===== src/rtl/scan_seq.sv =====
// scan_seq: steps a 5-bit decoder address from first to last (either direction,
// wrapping modulo 32). Each address is held for dwell+1 cycles, and the scan ends
// with a one-cycle done pulse, or with a one-cycle aborted pulse if stop is applied.
//
// state | meaning
// ------+-------------------------------------------------------------
// IDLE  | waiting for start; A holds its last value, en/busy low
// SCAN  | address valid on A, en/busy high, dwell counter running
// FIN   | one-cycle completion state, done high, A holds last address

module scan_seq #(
    parameter int DWELL_W = 4
) (
    input  logic               clk,
    input  logic               rst_n,
    input  logic               start,
    input  logic               stop,
    input  logic               dir,
    input  logic [4:0]         first,
    input  logic [4:0]         last,
    input  logic [DWELL_W-1:0] dwell,
    output logic [4:0]         A,
    output logic               en,
    output logic               busy,
    output logic               done,
    output logic               aborted
);

    typedef enum logic [1:0] {
        IDLE = 2'd0,
        SCAN = 2'd1,
        FIN  = 2'd2
    } state_t;

    state_t             state, state_nxt;
    logic [4:0]         a_nxt;
    logic [DWELL_W-1:0] cnt, cnt_nxt;
    logic               busy_nxt, done_nxt, aborted_nxt;
    logic [4:0]         lat_last, lat_last_nxt;
    logic [DWELL_W-1:0] lat_dwell, lat_dwell_nxt;
    logic               lat_dir, lat_dir_nxt;

    // State and registered outputs; en and busy share one next value so they never differ.
    // The first address needs no separate register: it is loaded straight into A.
    always_ff @(posedge clk or negedge rst_n) begin
        if (!rst_n) begin
            state     <= IDLE;
            A         <= '0;
            en        <= 1'b0;
            busy      <= 1'b0;
            done      <= 1'b0;
            aborted   <= 1'b0;
            cnt       <= '0;
            lat_last  <= '0;
            lat_dwell <= '0;
            lat_dir   <= 1'b0;
        end else begin
            state     <= state_nxt;
            A         <= a_nxt;
            en        <= busy_nxt;
            busy      <= busy_nxt;
            done      <= done_nxt;
            aborted   <= aborted_nxt;
            cnt       <= cnt_nxt;
            lat_last  <= lat_last_nxt;
            lat_dwell <= lat_dwell_nxt;
            lat_dir   <= lat_dir_nxt;
        end
    end

    // Next-state, datapath and pulse generation.
    always_comb begin
        state_nxt     = state;
        a_nxt         = A;
        cnt_nxt       = cnt;
        busy_nxt      = busy;
        done_nxt      = 1'b0;
        aborted_nxt   = 1'b0;
        lat_last_nxt  = lat_last;
        lat_dwell_nxt = lat_dwell;
        lat_dir_nxt   = lat_dir;
        case (state)
            IDLE: begin
                if (start && !stop) begin
                    lat_last_nxt  = last;
                    lat_dwell_nxt = dwell;
                    lat_dir_nxt   = dir;
                    a_nxt         = first;
                    cnt_nxt       = dwell;
                    busy_nxt      = 1'b1;
                    state_nxt     = SCAN;
                end
            end
            SCAN: begin
                // stop takes priority over the final expiry
                if (stop) begin
                    busy_nxt    = 1'b0;
                    aborted_nxt = 1'b1;
                    state_nxt   = IDLE;
                end else if (cnt != '0) begin
                    cnt_nxt = cnt - 1'b1;
                end else if (A != lat_last) begin
                    a_nxt   = lat_dir ? (A - 5'd1) : (A + 5'd1);
                    cnt_nxt = lat_dwell;
                end else begin
                    busy_nxt  = 1'b0;
                    done_nxt  = 1'b1;
                    state_nxt = FIN;
                end
            end
            FIN: begin
                state_nxt = IDLE;
            end
            default: begin
                busy_nxt  = 1'b0;
                state_nxt = IDLE;
            end
        endcase
    end

endmodule


===== config.mk =====
export PLATFORM = sky130hd
export DESIGN_NAME = scan_seq
export DESIGN_NICKNAME = d
export VERILOG_FILES = /design/src/rtl/scan_seq.sv
export SDC_FILE = /design/constraint.sdc
export NUM_CORES = 1
export LEC_CHECK = 0
export BUFFER_PORTS_ARGS = -buffer_cell sky130_fd_sc_hd__buf_4
export CAP_MARGIN = 20
export CORE_MARGIN = 5
export CORE_UTILIZATION = 48
export CTS_CLUSTER_SIZE = 8
export DETAILED_ROUTE_END_ITERATION = 8
export PLACE_DENSITY_LB_ADDON = 0.15
export SYNTH_ARGS = -nofsm -noshare
export SYNTH_HDL_FRONTEND = slang
export SYNTH_SLANG_ARGS = --single-unit

===== constraint.sdc =====
create_clock -name clk -period 1.9 [get_ports clk]
set_clock_uncertainty 0.15 [all_clocks]
set_input_delay 0.095 -clock clk [delete_from_list [all_inputs] [get_ports clk]]
set_output_delay 0.095 -clock clk [all_outputs]
set_load 0.02 [all_outputs]

==> results.yml <==
outcome:
  status: "complete, no violations"
sta:
  slew_violations: 0
  worstMarginPinSlew_ns: 0.351
  fin_crit_ns: 1.82
  fmax_mhz: 549
  fin_tns_setup_ns: 0
  fin_crit_sh_pct: 95.9
  finalHoldViolations: 0
  final-setup-viol-count: 0
  hold_ws_ns: 0.0481
  grt_setup_unrepaired: "false"
  slew_headroom_pct: 76.5
yosys:
  yosysMostFrequentCell: "dfrtp_1"
  synth_compound_area_share_pct: 15.7
  netlist-cell-type-count: 39
  synth_edf_count: 0
  yosys-top-cells-count: "24 x dfrtp_1, 10 x mux2_2, 8 x a21oi_1, 8 x nor2_1, 8 x o21ai_0"
  avgSynthCellArea_sq_um: 11.0
  synth_xor_area_share_pct: 5.25
  syn_nets: 145
  synth_mux_area_share_pct: 11.4
  synth_adder_area_share_pct: 5.25
  synth-main-ff-cell: "dfrtp_1"
  synth_async_sr_flop_share_pct: 100
  synth_top_area_share_pct: 45.0
  syn-cell-area_sq_mm: 0.00134
  yosys.area_share.simple_pct: 12.6
  yosysSeqAreaShare_pct: 45.0
  synthCells: 121
  yosysTopAreaCell: "dfrtp_1"
  ys_ff_latch: 24
  synth.top_cells.by_area: "dfrtp_1 45%, mux2_2 8.4%, ha_1 3.7%"
  yosysWarnings: 0
  synth_top_family_by_area: "compound AO/OA/AOI/OAI gates"
power:
  p_int_w: 0.00120
  p_seq_share_pct: 38.8
  leakagePower_nw: 0.848
  power_density_mw_per_mm2: 1030
  p_clk_share_pct: 14.5
  p_total_w: 0.00191
  comb_power_share_pct: 46.7
  p_switching_w: 0.000706
  vdd.ir_drop.worst_v: 0.000789
  p_sw_share_pct: 37.1
drt:
  dr.pass1.iters: 4
  wl_per_cell_microns: 14.3
  wl_mm: 2.92
  drtIter0Drc: 36
  detail-route-antenna-nets: 0
  drc: 0
  vias_per_cell: 5.38
  num_vias: 1098
worst_setup_path:
  crit_required_ns: 2.00
  critPathKind: "reg2reg"
  setup.worst_path.start_class: "flip-flop"
  slowest_stage: "dfrtp_1"
  critical_path.endpoint_type: "flip-flop"
  cp.buffers_inverters: 1
  critPathTopFamily: "compound AO/OA/AOI/OAI gates"
  cpPeakStageDelay_ns: 0.43
  critPathMaxFanout: 4
  path_cells: "buf_4 > ha_1 > a21o_1 > a21oi_1 > xnor2_1 > mux2i_1 > o21ai_0"
  crit_start: "A[1]"
  rrSetupSlack_ns: 0.08
  worstPathArrival_ns: 1.92
  rr_startpoint: "A[1]"
global_route:
  antenna_found_initial: 0
  grt_overflow: 0
  first_global_vias: 1107
  grt_use_total_pct: 15.5
  grt_max_degree: 25
  grt_pass1_wl_mm: 5.02
floorplanning:
  ios: 28
  fp.dieW_microns: 62.7
  die_h_microns: 62.7
  rows: 19
  coreArea_sq_mm: 0.00271
  die_area_sq_mm: 0.00394
  start_util_pct: 49.3
clock_network:
  cts_tree: "built"
  numCtsBuffers: 3
  cts_root_buffer: "clkbuf_4"
  clk_pin_slew_ns: 0.14
  cts.path.max_buffers: 2
  numClockSinks: 24
  htree_levels: 1
  clk_latency_ns: 0.32
layout:
  final_layout_size_suffix_gt1_share_pct: 38.2
  area_delta_synth_final_pct: 38.8
  diodes: 0
  nets: 198
place:
  place_congestion: 0.800
  io_buffers: 27
  dpl.hpwl_mm: 2.03
job:
  drv_cap: 0
hold_path:
  min_path_type: "in2async"
-- stage by stage --
stage	setup WS [ns]	cells	utilization (%)	instance area, sq um
global placement	0.0694	179	58.2	1580
global route	0.00738	204	68.4	1850
finish	0.0785	204	68.4	1850
CTS	0.00388	202	66.4	1800
floorplan	0.0177	121	-	1340
detailed placement	0.0278	179	58.2	1580
-- layout make-up --
cell class,count,area (sq um)
multi-input cells,87,707
flip-flops and latches,24,602
inverters,3,11.3
fillers,216,857
repair buffers,55,458
clock buffers,4,36.3
well taps,31,38.8
-- sequential cells by signal, summed over array words and instances (netlist names) --
name       flops
lat_dir        1
lat_last       5
done           1
busy           1
cnt            4
lat_dwell      4
state          2
A              5
aborted        1
-- path summary, 6_finish.rpt --
path                                endpoint  depth (start not counted)
worst max-delay path                    A[3]                          7
worst min-delay path                    busy                          2
worst max register to register          A[3]                          7
worst min register to register  lat_dwell[1]                          1
max in group asynchronous               A[0]                          2
min in group clk                    state[1]                          3
-- power groups by stage --
stage | registers [W] | logic [W] | clock network (W)
2_1_floorplan | 0.000797 | 0.000459 | 0
3_3_place_gp | 0.000745 | 0.000750 | 0
3_5_place_dp | 0.000750 | 0.000775 | 0
4_1_cts | 0.000736 | 0.000822 | 0.000283
5_1_grt | 0.000758 | 0.000992 | 0.000302
6_report | 0.000740 | 0.000890 | 0.000277
-- layer usage --
layer	vias up	GRT usage (%)	wire length [microns]
met5	-	0	0
met4	0	4.77	31
met3	4	2.70	118
met2	23	26.6	1410
met1	534	19.8	1350
li1	537	-	-
-- repair_timing --
action / 4_1_cts / 5_1_grt
pin swaps: 0 / 4
endpoints found under the hold margin: 47 / 0
endpoints found under the setup margin: 1 / 7
buffers inserted: 1 / 2
gates resized for setup: 0 / 11
hold buffers: 18 / 0
-- cell families (layout without fill, tap and decap cells) --
family | count (synthesis) | in the layout
adders and majority gates | 5 | 5
DFF | 24 | 24
AOI/OAI and AO/OA | 32 | 32
buffers and inverters | 10 | 62
muxes | 14 | 14
and+or+nand+nor | 28 | 28
xor gates and xnor gates | 8 | 8
-- cells in the final DEF (no fill, tap or decap), drive strengths merged, types with 5 or more instances in the layout --
cell | synthesis | layout
a21oi | 8 | 8
buf | 6 | 37
dfrtp | 24 | 24
dlygate4sd3 | 0 | 18
mux2 | 10 | 10
nand2 | 7 | 7
nor2 | 10 | 10
o21ai | 9 | 9
xor2 | 5 | 5
(Power assumes the default switching activity.)
